**config.mk**
```make
export PLATFORM = sky130hd
export DESIGN_NAME = calc3_port_sequencer
export DESIGN_NICKNAME = d
export VERILOG_FILES = /design/src/rtl/calc3_port_sequencer.sv
export SDC_FILE = /design/constraint.sdc
export NUM_CORES = 1
export LEC_CHECK = 0
export ABC_AREA = 1
export ABC_CLOCK_PERIOD_IN_PS = 5550
export CAP_MARGIN = 10
export CORE_AREA = 2 2 172 174
export CTS_BUF_LIST = sky130_fd_sc_hd__clkbuf_4 sky130_fd_sc_hd__clkbuf_8
export CTS_CLUSTER_SIZE = 30
export DETAILED_ROUTE_END_ITERATION = 10
export DIE_AREA = 0 0 174 176
export GPL_TIMING_DRIVEN = 0
export RECOVER_POWER = 100
export SLEW_MARGIN = 20
export SYNTH_ARGS = -nofsm -noshare
export SYNTH_HDL_FRONTEND = slang
export SYNTH_SLANG_ARGS = --single-unit
```
**constraint.sdc**
```tcl
create_clock -name c_clk -period 5.55 [get_ports c_clk]
set_input_delay 0.555 -clock c_clk [delete_from_list [all_inputs] [get_ports c_clk]]
set_output_delay 0.555 -clock c_clk [all_outputs]
set_load 0.1 [all_outputs]
```
**src/rtl/calc3_port_sequencer.sv**
```systemverilog
// calc3_port_sequencer
// Sequences one CALC3 request port. Host commands arrive over valid/ready.
// Each command gets the lowest free 2-bit tag and is driven to calc3_top as
// a one-cycle request. Up to four tags are tracked in flight. Responses are
// matched by tag, lost requests are turned into synthetic timeout responses,
// and everything returns to the host in arrival order through a FWFT FIFO.
module calc3_port_sequencer #(
   parameter int unsigned RSP_DEPTH = 4,
   parameter int unsigned TIMEOUT   = 64
) (
   input  logic        c_clk,
   input  logic        reset,
   input  logic        cmd_valid,
   output logic        cmd_ready,
   input  logic [3:0]  cmd_op,
   input  logic [3:0]  cmd_d1,
   input  logic [3:0]  cmd_d2,
   input  logic [3:0]  cmd_r1,
   input  logic [31:0] cmd_data,
   output logic [3:0]  req_cmd,
   output logic [3:0]  req_d1,
   output logic [3:0]  req_d2,
   output logic [3:0]  req_r1,
   output logic [31:0] req_data,
   output logic [1:0]  req_tag,
   input  logic [1:0]  out_resp,
   input  logic [31:0] out_data,
   input  logic [1:0]  out_tag,
   output logic        rsp_valid,
   input  logic        rsp_ready,
   output logic [1:0]  rsp_code,
   output logic [31:0] rsp_data,
   output logic [1:0]  rsp_tag,
   output logic [3:0]  rsp_op,
   output logic [2:0]  inflight,
   output logic        err_unexp
);

   // Timer width is $clog2(TIMEOUT+1); with TIMEOUT=0 the timer shrinks to one unused bit.
   localparam int unsigned TW = (TIMEOUT > 0) ? $clog2(TIMEOUT + 1) : 1;
   localparam int unsigned CW = $clog2(RSP_DEPTH + 1);
   localparam int unsigned PW = (RSP_DEPTH > 1) ? $clog2(RSP_DEPTH) : 1;

   localparam logic [1:0] CODE_TIMEOUT = 2'd3;

   typedef struct packed {
      logic [1:0]  code;
      logic [31:0] data;
      logic [1:0]  tag;
      logic [3:0]  op;
   } rsp_entry_t;

   // Tag table and in-flight timers
   logic [3:0]    busy;
   logic [3:0]    busy_next;
   logic [3:0]    op_tab [4];
   logic [TW-1:0] timer  [4];

   // Response FIFO
   rsp_entry_t    mem [RSP_DEPTH];
   logic [PW-1:0] rd_ptr;
   logic [PW-1:0] wr_ptr;
   logic [CW-1:0] fifo_count;

   // Per-cycle decisions
   logic          have_free;
   logic [1:0]    free_tag;
   logic [31:0]   occupancy;
   logic          accept;
   logic          issue;
   logic          real_hit;
   logic          unexp_hit;
   logic          to_fire;
   logic [1:0]    to_tag;
   logic          push;
   logic          pop;
   rsp_entry_t    push_entry;
   rsp_entry_t    head;
   logic [2:0]    inflight_next;

   // Tag allocation, credit check, response/timeout arbitration and FIFO head.
   always_comb begin
      // NOTE: every signal gets a default before any branch so no latch can be inferred;
      // combinational logic uses blocking '=', clocked state below uses '<='.
      have_free = 1'b0;
      free_tag  = 2'd0;
      // Scan high to low so the lowest free tag is the one that sticks.
      for (int i = 3; i >= 0; i--) begin
         if (!busy[i]) begin
            have_free = 1'b1;
            free_tag  = 2'(i);
         end
      end

      // Every busy tag will eventually need exactly one FIFO slot.
      occupancy = 32'(inflight) + 32'(fifo_count);
      cmd_ready = !reset && have_free && (occupancy < RSP_DEPTH);
      accept    = cmd_valid && cmd_ready;
      issue     = accept && (cmd_op != 4'd0);

      real_hit  = (out_resp != 2'd0) &&  busy[out_tag];
      unexp_hit = (out_resp != 2'd0) && !busy[out_tag];

      // A real response owns the push slot; expired tags wait, lowest first.
      to_fire = 1'b0;
      to_tag  = 2'd0;
      if (TIMEOUT > 0 && !real_hit) begin
         for (int i = 3; i >= 0; i--) begin
            if (busy[i] && timer[i] == TW'(TIMEOUT)) begin
               to_fire = 1'b1;
               to_tag  = 2'(i);
            end
         end
      end

      push = real_hit || to_fire;
      if (real_hit) begin
         push_entry.code = out_resp;
         push_entry.data = out_data;
         push_entry.tag  = out_tag;
         push_entry.op   = op_tab[out_tag];
      end else begin
         push_entry.code = CODE_TIMEOUT;
         push_entry.data = '0;
         push_entry.tag  = to_tag;
         push_entry.op   = op_tab[to_tag];
      end

      head      = mem[rd_ptr];
      rsp_valid = (fifo_count != '0);
      pop       = rsp_valid && rsp_ready;
      // The FIFO storage is not reset, so the head is masked until valid.
      rsp_code  = rsp_valid ? head.code : '0;
      rsp_data  = rsp_valid ? head.data : '0;
      rsp_tag   = rsp_valid ? head.tag  : '0;
      rsp_op    = rsp_valid ? head.op   : '0;

      // A tag freed this cycle is never the issue tag: allocation saw it busy.
      busy_next = busy;
      if (real_hit) busy_next[out_tag] = 1'b0;
      if (to_fire)  busy_next[to_tag]  = 1'b0;
      if (issue)    busy_next[free_tag] = 1'b1;

      inflight_next = 3'd0;
      for (int i = 0; i < 4; i++) begin
         inflight_next = inflight_next + {2'b00, busy_next[i]};
      end
   end

   // Control state: tag ownership, timers, request outputs, error pulse, FIFO pointers.
   always_ff @(posedge c_clk or posedge reset) begin
      if (reset) begin
         busy       <= '0;
         inflight   <= '0;
         err_unexp  <= 1'b0;
         req_cmd    <= '0;
         req_d1     <= '0;
         req_d2     <= '0;
         req_r1     <= '0;
         req_data   <= '0;
         req_tag    <= '0;
         rd_ptr     <= '0;
         wr_ptr     <= '0;
         fifo_count <= '0;
         for (int i = 0; i < 4; i++) begin
            timer[i] <= '0;
         end
      end else begin
         busy      <= busy_next;
         inflight  <= inflight_next;
         err_unexp <= unexp_hit;

         req_cmd  <= issue ? cmd_op   : '0;
         req_d1   <= issue ? cmd_d1   : '0;
         req_d2   <= issue ? cmd_d2   : '0;
         req_r1   <= issue ? cmd_r1   : '0;
         req_data <= issue ? cmd_data : '0;
         req_tag  <= issue ? free_tag : '0;

         for (int i = 0; i < 4; i++) begin
            if (issue && free_tag == 2'(i)) begin
               timer[i] <= '0;
            end else if (TIMEOUT > 0 && busy[i] && timer[i] != TW'(TIMEOUT)) begin
               timer[i] <= timer[i] + TW'(1);
            end
         end

         if (push) begin
            wr_ptr <= (wr_ptr == PW'(RSP_DEPTH - 1)) ? '0 : wr_ptr + PW'(1);
         end
         if (pop) begin
            rd_ptr <= (rd_ptr == PW'(RSP_DEPTH - 1)) ? '0 : rd_ptr + PW'(1);
         end
         case ({push, pop})
            2'b10:   fifo_count <= fifo_count + CW'(1);
            2'b01:   fifo_count <= fifo_count - CW'(1);
            default: fifo_count <= fifo_count;
         endcase
      end
   end

   // Payload storage: op per tag and FIFO entries.
   // NOTE: pure storage is left unreset; busy/count qualify every read of it.
   always_ff @(posedge c_clk) begin
      if (issue) op_tab[free_tag] <= cmd_op;
      if (push)  mem[wr_ptr]      <= push_entry;
   end

   // Credit accounting must make a push into a full FIFO unreachable.
   a_no_overflow : assert property (@(posedge c_clk) disable iff (reset)
      !(push && !pop && (fifo_count == CW'(RSP_DEPTH))));

endmodule

```
==> flow_summary.json, run 1 <==
{
  "grtUsageTotal_pct": 17.92,
  "holdCritPathClass": "in2reg",
  "finalHoldViolCount": 0,
  "via_per_inst": 4.643,
  "slew_headroom_pct": -38.85,
  "rsz0062_at_grt": "no",
  "area.growth.synth_to_final_pct": 29.80,
  "io_buffers": 182,
  "cp_slowest_cell": "dlygate4sd3_1",
  "dpl.hpwl_um": 18300,
  "hold_buffers": 0,
  "crit_top_cell": "clkbuf_1",
  "synthArstFlopShare_pct": 34.57,
  "cpLargestDelayFamily": "buffers and inverters",
  "crit_arrival_ns": 3.68,
  "dominantRegCellSynth": "edfxtp_1",
  "grt_pass1_wl_um": 43390,
  "cap_violations": 2,
  "route.detailed.drc": 0,
  "firstDrtPassIters": 6,
  "status": "finished, violations left",
  "synth_commonest_cells": "nor2_1 (291), edfxtp_1 (176), inv_1 (137)",
  "htreeDepth": 2,
  "period_minus_slack_ns": 4.234,
  "core-area_um2": 28550,
  "max_freq_mhz": 236.2,
  "cp_cell_sequence": "clkbuf_1, inv_1, clkbuf_1, o21ai_0, a21oi_1, dlygate4sd3_1",
  "root_buffer": "clkbuf_8",
  "avgSynthCellArea_um2": 10.36,
  "min_path_cells": 4,
  "antenna_found_initial": 1,
  "synth.most_common_cell": "nor2_1",
  "timing.critical_path.to_type": "output port",
  "cts_tree": "built",
  "clk_latency_ns": 0.57,
  "yosys_warnings": 0,
  "post_cts_buffers": 0,
  "post_drt_wl_per_cell_um": 15.40,
  "cpPeakStageDelay_ns": 1.26,
  "setup_tns_ns": 0,
  "synth_cells": 1096,
  "io_pins": 184,
  "cts.sinks": 269,
  "num-nets-final": 1442,
  "critPathBufInv": 4,
  "required_ns": 4.99,
  "wirelength_um": 27050,
  "ys_seq_area_share_pct": 67.07,
  "crit_fanout": 10,
  "grt_max_degree": 50,
  "synth_area_um2": 11350,
  "gp_congestion": 0.8663,
  "crit_cells": 6,
  "post_cts_resized": 0,
  "antenna_left": 0,
  "yosys-top-cells-area": "edfxtp_1 (47%), dfrtp_1 (21%), nor2_1 (9.6%), inv_1 (4.5%), o21ai_0 (4.4%)",
  "cp-start-kind": "flop",
  "dr.first_iter.drc_count": 454,
  "die-area_um2": 30620,
  "finalCritPeriodShare_pct": 76.29,
  "num_vias": 8153,
  "tightestPinTransition_ns": 2.071,
  "yosys.area.top_type": "edfxtp_1",
  "synth_edf_count": 176,
  "path_class": "reg2out",
  "synth_top_area_share_pct": 46.57,
  "clockBufferDepth": 3,
  "slew_viol_final": 65,
  "ys_ff_latch": 269,
  "layout-drive-gt1-share_pct": 6.565,
  "finalSetupViolations": 0,
  "worst_r2r_path_depth": 11,
  "numCtsBuffers": 46,
  "die_w_um": 174,
  "finClkSkew_ns": 0.03305,
  "rows": 62,
  "clk_pin_slew_ns": 0.06,
  "overflow": 0,
  "synth_nets": 1204,
  "die_y_um": 176,
  "violations": "max-capacitance violations, max-slew violations",
  "grt_pass1_vias": 8398,
  "synth.distinct_cells": 34,
  "initial_core_util_pct": 39.76
}
-- flip-flops by register name, indices dropped and copies added (netlist names), 3 cells and up --
name	cells
mem	160
busy	4
req_d2	4
timer	28
req_cmd	4
op_tab	16
inflight	3
req_d1	4
req_r1	4
fifo_count	3
req_data	32
-- layout by cell type, fill, tap and decap left out, drive strengths merged, types with 4 or more instances in the layout --
cell	instances
xnor2	4
clkdlybuf4s50	80
ha	18
clkinv	15
buf	10
nor2	293
a21oi	52
a22oi	4
nor3	7
dfrtp	93
bufinv	4
xor2	10
nand3	39
dlygate4sd3	102
clkbuf	104
nand2	109
o21ai	100
edfxtp	176
inv	139
-- worst reg2reg max path: cells and delay by family (launching register included) --
kind / cells / cell delay [ns]
flops: 1 / 0.40
fa+ha+maj: 1 / 0.16
buf+inv: 4 / 1.36
simple gates: 6 / 1.85
-- metal layers --
metal	global-route usage, %	vias to the layer above	part of all wire, %	wire [µm]
met2	30.79	291	48	13020
met1	21.55	3767	41	11130
met4	5.287	0	2.0	546
met3	5.922	43	8.7	2348
li1	-	4052	-	-
met5	0	-	0	0
-- path summary, 6_finish.rpt --
kind                                from       endpoint  slack [ns]
max in group asynchronous          reset       timer[1]        3.53
min reg2reg                fifo_count[2]  fifo_count[2]        0.51
max reg2reg                    timer[21]      mem[3][3]        1.51
max                            rd_ptr[0]   rsp_data[29]        1.32
min in group asynchronous          reset   req_data[26]        1.06
min                           out_tag[1]      err_unexp        0.44
-- through the flow --
| stage | cell area, µm² | worst slack, ns | util (%) | cells | hold slack [ns] |
|---|---|---|---|---|---|
| floorplan | 11350 | 1.152 | - | 1096 | 0.4688 |
| global placement | 13650 | -0.05613 | 47.82 | 1662 | 0.4913 |
| detailed placement | 13900 | 1.872 | 48.69 | 1670 | 0.5019 |
| CTS | 14930 | 1.220 | 52.29 | 1755 | 0.3641 |
| global route | 14730 | 1.019 | 51.60 | 1756 | 0.4441 |
| finish | 14730 | 1.316 | 51.60 | 1756 | 0.4414 |
-- layout make-up --
class,count,area (µm²)
fill,2612,13820
sequential,269,7612
multi-input combinational,647,3000
timing repair buffer,190,1916
clock buffer,65,819.5
inverter,139,523.0
tap,384,480.5
clock inverter,20,209.0
buffer,41,168.9
antenna,1,2.502
-- kinds of logic after synthesis --
group / count (synthesis) / synth area share (%)
AO/OA/AOI/OAI: 157 / 7.144
XOR/XNOR: 14 / 1.080
adder cells (fa/ha/maj): 20 / 2.337
AND/OR/NAND/NOR: 456 / 16.16
buffers and inverters: 180 / 6.206
flip-flops: 269 / 67.07
Power of run 1 is left out: the tool's default activity adds up to more than one toggle a clock period on the data nets, which glitch-free logic cannot reach.
==> run 2: changes to the inputs <==
Settings changed: ABC_CLOCK_PERIOD_IN_PS 5550 to 4000.
Clock period 5.55 ns to 4 ns, I/O delays scaled along.
==> run 2 against run 1 <==
  * The run still ends with max-capacitance violations, max-slew violations left
  * Count of clock-buffer cells in the layout is 12 higher
  * Hold slack worse by 0.11 ns
  * Design area fell by 2.1%
  * Sequential share of layout area grew 1.1 points
  * Core utilization is 1.1 points lower
==> flow_summary.json, run 2 (synthesis gave the netlist of run 1 again) <==
{
  "via_per_inst": 4.697,
  "grt_util_met3_pct": 6.029,
  "final_common_cell": "nor2_1",
  "cp_cell_sequence": "clkbuf_1, inv_1, clkbuf_1, o21ai_0, a21oi_1, clkdlybuf4s50_1",
  "dr.first_iter.drc_count": 519,
  "crit_arrival_ns": 3.40,
  "cts_tree": "built",
  "layout_common_cells": "nor2_1 (293), edfxtp_1 (176), inv_1 (137), nand2_1 (107), o21ai_0 (100)",
  "crit_top_cell": "clkbuf_1",
  "wirelength_um": 27130,
  "setup_tns_ns": 0,
  "cp-start-kind": "flop",
  "cts.sinks": 269,
  "io_buffers": 182,
  "clockBufferDepth": 3,
  "clk_pin_slew_ns": 0.05,
  "root_buffer": "clkbuf_8",
  "initial_core_util_pct": 39.76,
  "cap_violations": 1,
  "io_pins": 184,
  "final.setup.worst_slack_ns": 0.1960,
  "grt_pass1_wl_um": 43060,
  "min_path_cells": 4,
  "met2_usage_pct": 30.79,
  "overflow": 0,
  "finClkSkew_ns": 0.02488,
  "die_w_um": 174,
  "die_y_um": 176,
  "slew_viol_final": 47,
  "r2r_slack_ns": 0.52,
  "final_area_um2": 14420,
  "slew_headroom_pct": -41.05,
  "die-area_um2": 30620,
  "gp_congestion": 0.8276,
  "path_class": "reg2out",
  "tightestPinTransition_ns": 2.104,
  "area.growth.synth_to_final_pct": 27.06,
  "hold_end": "err_unexp",
  "finalSetupViolations": 0,
  "post_cts_buffers": 0,
  "finalCritPeriodShare_pct": 95.10,
  "period_minus_slack_ns": 3.804,
  "htreeDepth": 2,
  "largest_register_ffs": 160,
  "grtUsageMet1_pct": 21.44,
  "largestRegisters": "mem x160, req_data x32, timer x28",
  "reg2reg_from": "timer[21]",
  "violations": "max-capacitance violations, max-slew violations",
  "top_register": "mem",
  "route.detailed.drc": 0,
  "rows": 62,
  "cpLargestDelayFamily": "buffers and inverters",
  "grt_pass1_vias": 8299,
  "crit_fanout": 10,
  "num_vias": 8244,
  "worst_r2r_path_depth": 11,
  "grt_most_used_layer": "met2",
  "status": "finished, violations left",
  "layout-drive-gt1-share_pct": 6.944,
  "rsz0062_at_grt": "no",
  "grtUsageTotal_pct": 17.73,
  "cpPeakStageDelay_ns": 1.15,
  "antenna_left": 0,
  "cp_slowest_cell": "clkdlybuf4s50_1",
  "numCtsBuffers": 45,
  "firstDrtPassIters": 5,
  "fill_cells": 2694,
  "r2r_end": "mem[1][20]",
  "required_ns": 3.60,
  "dpl_cell_area_um2": 13940,
  "holdWs_ns": 0.3351,
  "antenna_found_initial": 3,
  "dp_slack_ns": 0.5489,
  "max_freq_mhz": 262.9,
  "grt_max_degree": 49,
  "holdCritPathClass": "in2reg",
  "core-area_um2": 28550,
  "clk_latency_ns": 0.55,
  "critPathBufInv": 4,
  "dpl.hpwl_um": 18390,
  "timing.critical_path.to_type": "output port",
  "crit_cells": 6,
  "finalHoldViolCount": 0,
  "num-nets-final": 1442,
  "post_drt_wl_per_cell_um": 15.46,
  "hold_start": "out_tag[1]"
}
run 2: routing by layer:
| layer | share of wire, % | up-vias |
|---|---|---|
| li1 | - | 4056 |
| met1 | 42 | 3865 |
| met2 | 48 | 288 |
| met3 | 8.8 | 35 |
| met4 | 1.5 | 0 |
| met5 | 0 | - |
run 2: per-stage QoR:
step,utilization (%),instances
after floorplan,-,1096
after global placement,47.84,1662
after detailed placement,48.83,1671
after CTS,52.07,1752
after global routing,50.51,1754
final,50.52,1755
run 2: how the worst max path moves through the flow:
stage	startpoint	end	slack [ns]
after global routing	rd_ptr[0]	rsp_data[8]	0.002
after CTS	rd_ptr[0]	rsp_data[30]	0.0009
after floorplan	inflight[2]	inflight[1]	0.07
after detailed placement	out_tag[0]	inflight[1]	0.55
after global placement	out_tag[0]	mem[1][6]	-1.54
final	rd_ptr[0]	rsp_data[8]	0.20
run 2: worst reg2reg max path: stages, from the launching register on:
cell and delay, ns:
dfrtp_1 0.39, inv_1 0.10, ha_1 0.16, nand2_1 0.05, nand3b_1 0.17, nor2_1 0.23
nor2_1 0.11, nand3_1 0.21, inv_1 0.14, nor2_1 1.00, buf_16 0.25, clkbuf_4 0.34
run 2: area by class of cell:
cell class / count / area, µm² / share of cell area [%]
Timing Repair Buffer: 191 / 1702 / 11.80
Buffer: 41 / 168.9 / 1.171
Sequential cell: 269 / 7612 / 52.79
Clock buffer: 77 / 897.1 / 6.221
Clock inverter: 4 / 30.03 / 0.2082
Antenna cell: 3 / 7.507 / 0.05206
Tap cell: 384 / 480.5 / 3.332
Multi-Input combinational cell: 647 / 3000 / 20.81
Inverter: 139 / 523.0 / 3.627
run 2: repair_timing:
item / in CTS / in global routing
hold buffers: 0 / 0
endpoints found under the hold margin: 0 / 0
endpoints found under the setup margin: 3 / 36
resized for setup: 3 / 36
Power of run 2 is left out for the same reason.
==> run 3: changes to the inputs <==
Settings changed: CTS_CLUSTER_SIZE 30 to 40, HOLD_SLACK_MARGIN set to 0.12.
==> run 3 against run 2 <==
  * The run still ends with max-capacitance violations, max-slew violations left
  * Clock skew decreased by 0.0017 ns
  * Flip-flop and latch count unchanged
  * Maximum frequency decreased by 0.13%
  * Via count decreased by 0.28%
  * Count of clock-buffer cells in the layout unchanged
  * Worst setup slack got worse by 0.0051 ns
  * Routed wire length increased by 0.13%
  * Core utilization increased by 0.28 points
  * First-iteration DRC count decreased by 0.39%
  * Register-to-register slack got worse by 0.02 ns
  * Critical path type unchanged
==> flow_summary.json, run 3 (synthesis gave the netlist of run 1 again) <==
{
  "antenna_left": 0,
  "r2r_slack_ns": 0.50,
  "initial_core_util_pct": 39.76,
  "antenna_found_initial": 3,
  "rsz0062_at_grt": "no",
  "slew_viol_final": 47,
  "timing.critical_path.to_type": "output port",
  "overflow": 0,
  "startpoint": "rd_ptr[0]",
  "reg2reg_from": "timer[21]",
  "route.detailed.drc": 0,
  "io_pins": 184,
  "finClkSkew_ns": 0.02318,
  "fill_cells": 2686,
  "largest_register_ffs": 160,
  "layout_common_cells": "nor2_1 (293), edfxtp_1 (176), inv_1 (137), nand2_1 (107), o21ai_0 (100)",
  "firstDrtPassIters": 6,
  "min_path_cells": 4,
  "area.growth.synth_to_final_pct": 27.76,
  "multi_input_area_um2": 3000,
  "hold_start": "out_tag[1]",
  "post_drt_wl_per_cell_um": 15.44,
  "finalCritPeriodShare_pct": 95.23,
  "wirelength_um": 27160,
  "top_register": "mem",
  "rows": 62,
  "crit_arrival_ns": 3.41,
  "clk_latency_ns": 0.56,
  "num_vias": 8221,
  "crit_fanout": 10,
  "grt_pass1_wl_um": 43010,
  "via_per_inst": 4.674,
  "grtUsageTotal_pct": 17.70,
  "numCtsBuffers": 46,
  "period_minus_slack_ns": 3.809,
  "required_ns": 3.60,
  "slew_headroom_pct": -41.15,
  "violations": "max-capacitance violations, max-slew violations",
  "holdCritPathClass": "in2reg",
  "post_cts_buffers": 0,
  "worst_r2r_path_depth": 11,
  "status": "finished, violations left",
  "hold_buffers": 0,
  "layout-drive-gt1-share_pct": 7.143,
  "cp-start-kind": "flop",
  "clk_pin_slew_ns": 0.05,
  "num-nets-final": 1443,
  "die-area_um2": 30620,
  "largestRegisters": "mem x160, req_data x32, timer x28",
  "grt_pass1_vias": 8321,
  "clockBufferDepth": 3,
  "cts_tree": "built",
  "path_class": "reg2out",
  "dr.first_iter.drc_count": 517,
  "final_common_cell": "nor2_1",
  "die_w_um": 174,
  "die_y_um": 176,
  "max_freq_mhz": 262.5,
  "seqCellArea_um2": 7612,
  "finalHoldViolCount": 0,
  "htreeDepth": 2,
  "core-area_um2": 28550,
  "dpl.hpwl_um": 18390,
  "root_buffer": "clkbuf_8",
  "setup_tns_ns": 0,
  "cts.sinks": 269,
  "finalSetupViolations": 0,
  "io_buffers": 182,
  "tightestPinTransition_ns": 2.106,
  "cap_violations": 1,
  "grt_max_degree": 49,
  "gp_congestion": 0.8276
}
-- run 3: cell types whose count changed in the layout (fill, tap and decap cells not counted), moves of 2 or more --
cell	previous run	this run
clkbuf_4	27	21
clkbuf_8	51	57
clkinv_2	2	6
clkbuf_2	4	2
-- run 3: final timing paths --
path / endpoint
max: rsp_data[8]
min: err_unexp
max reg2reg: mem[3][12]
min reg2reg: fifo_count[0]
max in group asynchronous: timer[8]
min in group asynchronous: inflight[1]
-- run 3: layer usage --
layer	up-vias	track usage, %	share of wire (%)
met4	0	4.202	1.5
met5	-	0	0
met3	39	6.115	8.9
li1	4061	-	-
met1	3833	21.34	42
met2	288	30.63	48
-- run 3: stage by stage --
| step | instance area [µm²] | utilization, % | hold slack, ns | cells | setup slack (ns) |
|---|---|---|---|---|---|
| after floorplan | 11360 | - | 0.4688 | 1096 | 0.07003 |
| after global routing | 14500 | 50.78 | 0.3434 | 1758 | 0.002922 |
| after global placement | 13660 | 47.84 | 0.4878 | 1662 | -1.539 |
| after detailed placement | 13940 | 48.83 | 0.4908 | 1671 | 0.5489 |
| final | 14500 | 50.79 | 0.3204 | 1759 | 0.1909 |
| after CTS | 14920 | 52.26 | 0.2351 | 1756 | 0.005238 |
-- run 3: critical path: stages, from the launching register on --
cell and delay [ns]:
dfrtp_1 0.38, clkbuf_1 0.25, inv_1 0.30, clkbuf_1 0.44
o21ai_0 0.16, a21oi_1 0.16, clkdlybuf4s50_1 1.15
-- run 3: timing repair --
action,4_1_cts,5_1_grt
setup endpoints to repair,3,36
hold endpoints to repair,0,0
resized for setup,3,36
-- run 3: cell type report --
class | count | share of cell area (%)
plain buffers | 41 | 1.165
flip-flops and latches | 269 | 52.50
inverters | 139 | 3.607
repair buffers | 191 | 11.90
clock buffers | 77 | 6.446
multi-input cells | 647 | 20.69
clock inverters | 8 | 0.3279
diodes | 3 | 0.05177
well taps | 384 | 3.313
Power of run 3 is left out for the same reason.
